==> config.mk <==
export PLATFORM = sky130hd
export DESIGN_NAME = pcie_dma_rx_req_decoder
export DESIGN_NICKNAME = d
export VERILOG_FILES = /design/src/rtl/pcie_dma_rx_req_decoder.sv
export SDC_FILE = /design/constraint.sdc
export NUM_CORES = 1
export LEC_CHECK = 0
export ABC_AREA = 0
export ABC_CLOCK_PERIOD_IN_PS = 9130
export CELL_PAD_IN_SITES_DETAIL_PLACEMENT = 0
export CELL_PAD_IN_SITES_GLOBAL_PLACEMENT = 1
export CORE_MARGIN = 2
export CORE_UTILIZATION = 32
export DETAILED_ROUTE_END_ITERATION = 6
export GPL_ROUTABILITY_DRIVEN = 0
export GPL_TIMING_DRIVEN = 0
export HOLD_SLACK_MARGIN = 0.06
export PLACE_DENSITY = 0.77
export SYNTH_ARGS = -nofsm -noshare
export SYNTH_HDL_FRONTEND = slang
export SYNTH_SLANG_ARGS = --single-unit
==> constraint.sdc <==
create_clock -name i_clk -period 9.13 [get_ports i_clk]
set_clock_uncertainty 0.1 [all_clocks]
set_input_delay 1.826 -clock i_clk [delete_from_list [all_inputs] [get_ports i_clk]]
set_output_delay 1.826 -clock i_clk [all_outputs]
set_load 0.1 [all_outputs]
==> src/rtl/pcie_dma_rx_req_decoder.sv <==
// Parses PCIe Memory Read/Write request TLPs from a 64-bit RX beat stream into a request
// channel and a 32-bit write-data channel; unsupported, BAR-masked and poisoned TLPs are dropped.
module pcie_dma_rx_req_decoder #(
  parameter logic [6:0] BAR_MASK = 7'h01
) (
  input  logic        i_clk,
  input  logic        i_rst,
  input  logic [63:0] i_rx_data,
  input  logic [7:0]  i_rx_strob,
  input  logic        i_rx_last,
  input  logic [6:0]  i_rx_bar_hit,
  input  logic        i_rx_err_fwd,
  input  logic        i_rx_ecrc_err,
  input  logic        i_rx_valid,
  output logic        o_rx_ready,
  output logic        o_req_valid,
  input  logic        i_req_ready,
  output logic        o_req_write,
  output logic [63:0] o_req_addr,
  output logic [10:0] o_req_len,
  output logic [3:0]  o_req_fbe,
  output logic [3:0]  o_req_lbe,
  output logic [15:0] o_req_rid,
  output logic [7:0]  o_req_tag,
  output logic [2:0]  o_req_tc,
  output logic [1:0]  o_req_attr,
  output logic [2:0]  o_req_bar,
  output logic        o_wr_valid,
  input  logic        i_wr_ready,
  output logic [31:0] o_wr_data,
  output logic [3:0]  o_wr_strb,
  output logic        o_wr_last,
  output logic        o_err_unsup,
  output logic        o_err_poison,
  output logic        o_err_malformed,
  output logic        o_err_ecrc
);

  typedef enum logic [2:0] {StIdle, StHdr1, StReq, StData, StDrop} state_e;

  typedef struct packed {
    logic        write;
    logic [63:0] addr;
    logic [10:0] len;
    logic [3:0]  fbe;
    logic [3:0]  lbe;
    logic [15:0] rid;
    logic [7:0]  tag;
    logic [2:0]  tc;
    logic [1:0]  attr;
    logic [2:0]  bar;
  } req_t;

  state_e           state_q, state_d;
  logic [31:0]      dw0_q, dw0_d, dw1_q, dw1_d;
  logic [6:0]       bar_hit_q, bar_hit_d;
  logic             fwd_q, fwd_d;
  logic             hdr_last_q, hdr_last_d;
  req_t             req_q, req_d;
  logic [1:0][31:0] dbuf_q, dbuf_d;
  logic [1:0]       dbuf_cnt_q, dbuf_cnt_d;
  logic             rd_q, rd_d;
  logic [10:0]      rem_q, rem_d;
  logic             in_last_q, in_last_d;
  logic             first_q, first_d;
  logic             unsup_q, unsup_d, poison_q, poison_d, malf_q, malf_d, ecrc_q;

  logic        rx_ready, rx_fire, pop;
  logic [1:0]  cnt_after, load_cnt;
  logic [10:0] rem_after, hdr_len;
  logic [2:0]  fmt;
  logic        is_mrd, is_mwr, is_4dw, supported, poisoned, hdr_has_data;
  logic [6:0]  bar_sel;
  logic [2:0]  bar_idx;

  assign fmt          = dw0_q[31:29];
  assign is_mrd       = (fmt[2:1] == 2'b00);
  assign is_mwr       = (fmt[2:1] == 2'b01);
  assign is_4dw       = fmt[0];
  assign bar_sel      = bar_hit_q & BAR_MASK;
  assign supported    = (dw0_q[28:24] == 5'd0) && (is_mrd || is_mwr) && (bar_sel != 7'd0);
  assign poisoned     = dw0_q[14] | fwd_q | i_rx_err_fwd;
  assign hdr_len      = (dw0_q[9:0] == 10'd0) ? 11'd1024 : {1'b0, dw0_q[9:0]};
  // A 3DW write carries its first data DW in the upper half of beat 1.
  assign hdr_has_data = !is_4dw && (!i_rx_last || (|i_rx_strob[7:4]));

  always_comb begin
    bar_idx = 3'd0;
    for (int i = 6; i >= 0; i--) begin
      if (bar_sel[i]) bar_idx = 3'(i);
    end
  end

  // Ready in DATA looks through a DW being emitted this cycle to sustain 1 DW/clk.
  always_comb begin
    rx_ready  = 1'b0;
    pop       = (state_q == StData) && (dbuf_cnt_q != 2'd0) && i_wr_ready;
    cnt_after = dbuf_cnt_q - {1'b0, pop};
    rem_after = rem_q - {10'd0, pop};
    unique case (state_q)
      StIdle, StHdr1, StDrop: rx_ready = 1'b1;
      StData:  rx_ready = !in_last_q && (cnt_after == 2'd0) && (rem_after != 11'd0);
      default: rx_ready = 1'b0;
    endcase
  end

  assign o_rx_ready = rx_ready & ~i_rst;
  assign rx_fire    = i_rx_valid & o_rx_ready;
  assign load_cnt   = ((rem_after == 11'd1) || (i_rx_last && !(|i_rx_strob[7:4]))) ? 2'd1 : 2'd2;

  always_comb begin
    state_d    = state_q;
    dw0_d      = dw0_q;
    dw1_d      = dw1_q;
    bar_hit_d  = bar_hit_q;
    fwd_d      = fwd_q;
    hdr_last_d = hdr_last_q;
    req_d      = req_q;
    dbuf_d     = dbuf_q;
    dbuf_cnt_d = dbuf_cnt_q;
    rd_d       = rd_q;
    rem_d      = rem_q;
    in_last_d  = in_last_q;
    first_d    = first_q;
    unsup_d    = 1'b0;
    poison_d   = 1'b0;
    malf_d     = 1'b0;
    if (pop) begin
      rd_d       = ~rd_q;
      dbuf_cnt_d = cnt_after;
      rem_d      = rem_after;
      first_d    = 1'b0;
    end
    unique case (state_q)
      StIdle: begin
        if (rx_fire) begin
          dw0_d     = i_rx_data[31:0];
          dw1_d     = i_rx_data[63:32];
          bar_hit_d = i_rx_bar_hit;
          fwd_d     = i_rx_err_fwd;
          if (i_rx_last) malf_d = 1'b1;
          else           state_d = StHdr1;
        end
      end
      StHdr1: begin
        if (rx_fire) begin
          if (!supported) begin
            unsup_d = 1'b1;
            state_d = i_rx_last ? StIdle : StDrop;
          end else if (poisoned) begin
            poison_d = 1'b1;
            state_d  = i_rx_last ? StIdle : StDrop;
          end else begin
            state_d    = StReq;
            hdr_last_d = i_rx_last;
            req_d.write = is_mwr;
            req_d.addr  = is_4dw ? {i_rx_data[31:0], i_rx_data[63:34], 2'b00}
                                 : {32'd0, i_rx_data[31:2], 2'b00};
            req_d.len   = hdr_len;
            req_d.fbe   = dw1_q[3:0];
            req_d.lbe   = dw1_q[7:4];
            req_d.rid   = dw1_q[31:16];
            req_d.tag   = dw1_q[15:8];
            req_d.tc    = dw0_q[22:20];
            req_d.attr  = dw0_q[13:12];
            req_d.bar   = bar_idx;
            rem_d       = hdr_len;
            in_last_d   = i_rx_last;
            first_d     = 1'b1;
            rd_d        = 1'b0;
            dbuf_d[0]   = i_rx_data[63:32];
            dbuf_cnt_d  = (is_mwr && hdr_has_data) ? 2'd1 : 2'd0;
            if (is_mwr && i_rx_last && ({9'd0, dbuf_cnt_d} < hdr_len)) malf_d = 1'b1;
          end
        end
      end
      StReq: begin
        if (i_req_ready) begin
          if (req_q.write)     state_d = StData;
          else if (hdr_last_q) state_d = StIdle;
          else begin
            malf_d  = 1'b1;
            state_d = StDrop;
          end
        end
      end
      StData: begin
        if (rx_fire) begin
          dbuf_d     = i_rx_data;
          dbuf_cnt_d = load_cnt;
          rd_d       = 1'b0;
          if (i_rx_last) begin
            in_last_d = 1'b1;
            if ({9'd0, load_cnt} < rem_after) malf_d = 1'b1;
          end
        end else if (cnt_after == 2'd0) begin
          if (in_last_q) state_d = StIdle;
          else if (rem_after == 11'd0) begin
            malf_d  = 1'b1;
            state_d = StDrop;
          end
        end
      end
      StDrop: begin
        if (rx_fire && i_rx_last) state_d = StIdle;
      end
      default: state_d = StIdle;
    endcase
  end

  always_ff @(posedge i_clk or posedge i_rst) begin
    if (i_rst) begin
      state_q    <= StIdle;
      dw0_q      <= '0;
      dw1_q      <= '0;
      bar_hit_q  <= '0;
      fwd_q      <= 1'b0;
      hdr_last_q <= 1'b0;
      req_q      <= '0;
      dbuf_q     <= '0;
      dbuf_cnt_q <= '0;
      rd_q       <= 1'b0;
      rem_q      <= '0;
      in_last_q  <= 1'b0;
      first_q    <= 1'b0;
      unsup_q    <= 1'b0;
      poison_q   <= 1'b0;
      malf_q     <= 1'b0;
      ecrc_q     <= 1'b0;
    end else begin
      state_q    <= state_d;
      dw0_q      <= dw0_d;
      dw1_q      <= dw1_d;
      bar_hit_q  <= bar_hit_d;
      fwd_q      <= fwd_d;
      hdr_last_q <= hdr_last_d;
      req_q      <= req_d;
      dbuf_q     <= dbuf_d;
      dbuf_cnt_q <= dbuf_cnt_d;
      rd_q       <= rd_d;
      rem_q      <= rem_d;
      in_last_q  <= in_last_d;
      first_q    <= first_d;
      unsup_q    <= unsup_d;
      poison_q   <= poison_d;
      malf_q     <= malf_d;
      ecrc_q     <= rx_fire & i_rx_last & i_rx_ecrc_err;
    end
  end

  assign o_req_valid = (state_q == StReq);
  assign o_req_write = req_q.write;
  assign o_req_addr  = req_q.addr;
  assign o_req_len   = req_q.len;
  assign o_req_fbe   = req_q.fbe;
  assign o_req_lbe   = req_q.lbe;
  assign o_req_rid   = req_q.rid;
  assign o_req_tag   = req_q.tag;
  assign o_req_tc    = req_q.tc;
  assign o_req_attr  = req_q.attr;
  assign o_req_bar   = req_q.bar;

  // The last buffered DW is forced to carry last when the TLP ended short.
  always_comb begin
    o_wr_valid = (state_q == StData) && (dbuf_cnt_q != 2'd0);
    o_wr_data  = '0;
    o_wr_strb  = '0;
    o_wr_last  = 1'b0;
    if (o_wr_valid) begin
      o_wr_data = dbuf_q[rd_q];
      o_wr_strb = first_q ? req_q.fbe : (rem_q == 11'd1) ? req_q.lbe : 4'hF;
      o_wr_last = (rem_q == 11'd1) || (in_last_q && (dbuf_cnt_q == 2'd1));
    end
  end

  assign o_err_unsup     = unsup_q;
  assign o_err_poison    = poison_q;
  assign o_err_malformed = malf_q;
  assign o_err_ecrc      = ecrc_q;

endmodule
==> out/results.ini <==
[status]
outcome = finished, final reports clean

[synthesis]
synth_area_leaders = dfrtp_1 55%, nand2_1 11%, mux2_2 7.2%, mux2i_1 5.4%, mux2_4 3.6%
synth_common_cells = 347 x nand2_1, 257 x dfrtp_1, 75 x mux2_2
synth_ff_type = dfrtp_1
ys_warn_count = 0
avgSynthCellArea_um2 = 10.4
synth_top_cell_by_area = dfrtp_1
yosysMostFrequentCell = nand2_1
ys_types = 55
synth_async_sr_flop_share_pct = 100
netlist.area_leader.share_pct = 55.1
yosysSeqAreaShare_pct = 55.1
synth-edff-count = 0
synth_seq_cells = 257
synth_cells = 1125
synth_area_um2 = 11700

[floorplan]
die_h_um = 195
die_area_um2 = 38000
io-pin-count = 247
fp.coreArea_um2 = 35700
rows = 69
initial_core_util_pct = 32.6
die_width_um = 195

[layout]
fin_util_pct = 43.5
fin_area_um2 = 15500
areaGrowthSynthToFinish_pct = 33.2
drive_gt1_share_pct = 12.3
layout.cells.non_filler = 1873
fillers = 3451
nNetsFinal = 1482
antenna_cells = 0

[global_routing]
grt_first_pass_wirelength_um = 58500
grt_start_max_net_pins = 113
grt_usage_pct = 20.0
antenna_found_initial = 1
globalRouteOverflowTotal = 0
grt_pass1_vias = 9489

[run]
maxCapViolations = 0

[routing]
drc = 0
wl_per_cell_um = 20.4
vias = 9245
initialDrtViolationCount = 614
vias_per_cell = 4.94
ant_nets = 0
routed_wl_um = 38200
drt_pass1_iterations = 5

[clocking]
cts.htree.levels = 1
cts_max_path_buffers = 3
clock_latency_ns = 0.56
clk_pin_slew_ns = 0.06
cts_root_buf = clkbuf_16
cts_tree = done
post_cts_buffers = 0
cts_resized = 0
cts_sinks = 257
numCtsBuffers = 28
holdBufCountCts = 0

[critical_path]
worstPathRequired_ns = 7.20
crit_fanout = 10
start_kind = flop
ff2ff_path_depth = 19
worstSetupPathType = reg -> out
arrival_ns = 5.86
crit_chain = clkbuf_1, nand2b_1, nor2_1, o21ai_0, inv_1, nand2_1, inv_1, ha_1, ha_1, nor2b_1, nand3_1, xnor2_1, nor4_4, nand2b_1, a221oi_1, clkdlybuf4s50_1
path_depth = 16
path_delay_family = buffers and inverters
max_stage_delay_ns = 1.19
crit_buf_inv = 4
cp-end-kind = output port
slowest_stage = clkdlybuf4s50_1

[pwr]
pwr-share-seq_pct = 41.1
p_leak_uw = 0.00732
share_comb_of_total_power_pct = 27.9
p_sw_uw = 1200
sw_frac_of_total_pct = 33.2
powerDensity_nw_per_um2 = 234
internal-power_uw = 2430
vdd_drop_max_v = 0.000155
clockPowerShare_pct = 31.0

[placed_design]
place_inst = 1822
portBuffers = 230
place_hpwl_um = 27600
dpl_cell_area_um2 = 14600

[worst_hold_path]
min_delay_path_depth = 2
hold_class = reg -> reg

[timing]
worst_pin_slew_ns = 1.08
fmax_mhz = 128
period_share_pct = 85.3
hold_viol_final = 0
final.setup.tns_ns = 0
setup_viol = 0
slew-limit-headroom_pct = 27.6
fin_crit_ns = 7.79
rsz0062_at_grt = false
drv_slew = 0

[state kept, by name (all words and copies together) (netlist names), 8 cells and up]
signal	count
o_req_rid	16
dw0_q	24
rem_q	11
o_req_len	11
dw1_q	32
dbuf_q	64
o_req_tag	8
o_req_addr	62
[area by class of cell]
| class | instances | area (um2) | area share, % |
|---|---|---|---|
| plain buffers | 71 | 335 | 2.16 |
| clock buffers | 40 | 826 | 5.31 |
| clock inverters | 11 | 95.1 | 0.612 |
| inverters | 14 | 60.1 | 0.386 |
| multi-input cells | 787 | 4860 | 31.3 |
| flip-flops and latches | 257 | 6430 | 41.4 |
| well taps | 461 | 577 | 3.71 |
| repair buffers | 232 | 2360 | 15.2 |
[layer usage]
layer / vias up / track usage, % / wire length [um]
met5: - / 0 / 0
met1: 4646 / 26.6 / 16900
met2: 269 / 32.9 / 17900
li1: 4286 / - / -
met3: 44 / 4.89 / 2630
met4: 0 / 4.72 / 855
[layout by cell type, fill, tap and decap left out, types with 3 or more instances in the layout]
| master | instances |
|---|---|
| nand2_1 | 347 |
| dfrtp_1 | 257 |
| clkdlybuf4s50_1 | 230 |
| mux2_2 | 75 |
| mux2i_1 | 63 |
| clkbuf_1 | 58 |
| nor2_1 | 52 |
| o21ai_0 | 46 |
| nand3_1 | 39 |
| mux2_4 | 28 |
| clkbuf_16 | 28 |
| nor3_1 | 22 |
| mux2_1 | 19 |
| inv_1 | 13 |
| a21oi_1 | 13 |
| xnor2_1 | 10 |
| clkinv_2 | 8 |
| clkbuf_8 | 8 |
| nor4_1 | 6 |
| nor2b_1 | 6 |
| buf_6 | 6 |
| nand2b_1 | 5 |
| xor2_1 | 5 |
| buf_4 | 5 |
| conb_1 | 5 |
| or3_1 | 4 |
| ha_1 | 4 |
| buf_2 | 3 |
[power groups by stage]
stage	clock network (uW)	registers, uW	logic (uW)
after detailed placement	0	1510	1020
after global placement	0	1510	997
final	1130	1490	1010
after floorplan	0	1650	574
after global routing	1200	1520	1080
after CTS	1150	1490	1020
[per-stage QoR]
step	hold WS [ns]	worst slack [ns]	total power (uW)
2_1_floorplan	0.335	0.0117	2220
3_3_place_gp	0.346	-3.47	2500
3_5_place_dp	0.353	1.45	2530
4_1_cts	0.367	1.34	3670
5_1_grt	0.380	0.875	3800
6_report	0.362	1.34	3630
[worst min-delay path, stage by stage (launching register included)]
cell and delay (ns):
dfrtp_1 0.34, nand2_1 0.05, nand2_1 0.05
[logic make-up (layout without fill, tap and decap cells)]
kind of cell             count (synthesis)  count (layout)  synth area share [%]
buffers and inverters                   85             368                  3.32
AND/OR/NAND/NOR                        494             494                  17.6
AO/OA/AOI/OAI                           84              84                  4.29
multiplexers                           185             185                  18.1
flip-flops                             257             257                  55.1
other                                    1               5                0.0321
adder cells (fa/ha/maj)                  4               4                 0.429
XOR/XNOR                                15              15                  1.13
[path summary, 6_finish.rpt]
check / startpoint / to / slack [ns]
max: state_q[0] / o_rx_ready / 1.34
min: dw1_q[9] / o_req_tag[1] / 0.36
max reg2reg: state_q[0] / o_err_malformed / 3.85
min reg2reg: dw1_q[9] / o_req_tag[1] / 0.36
max in group asynchronous: i_rst / dbuf_q[22] / 6.35
min in group asynchronous: i_rst / state_q[1] / 1.64
(Power assumes the default switching activity.)
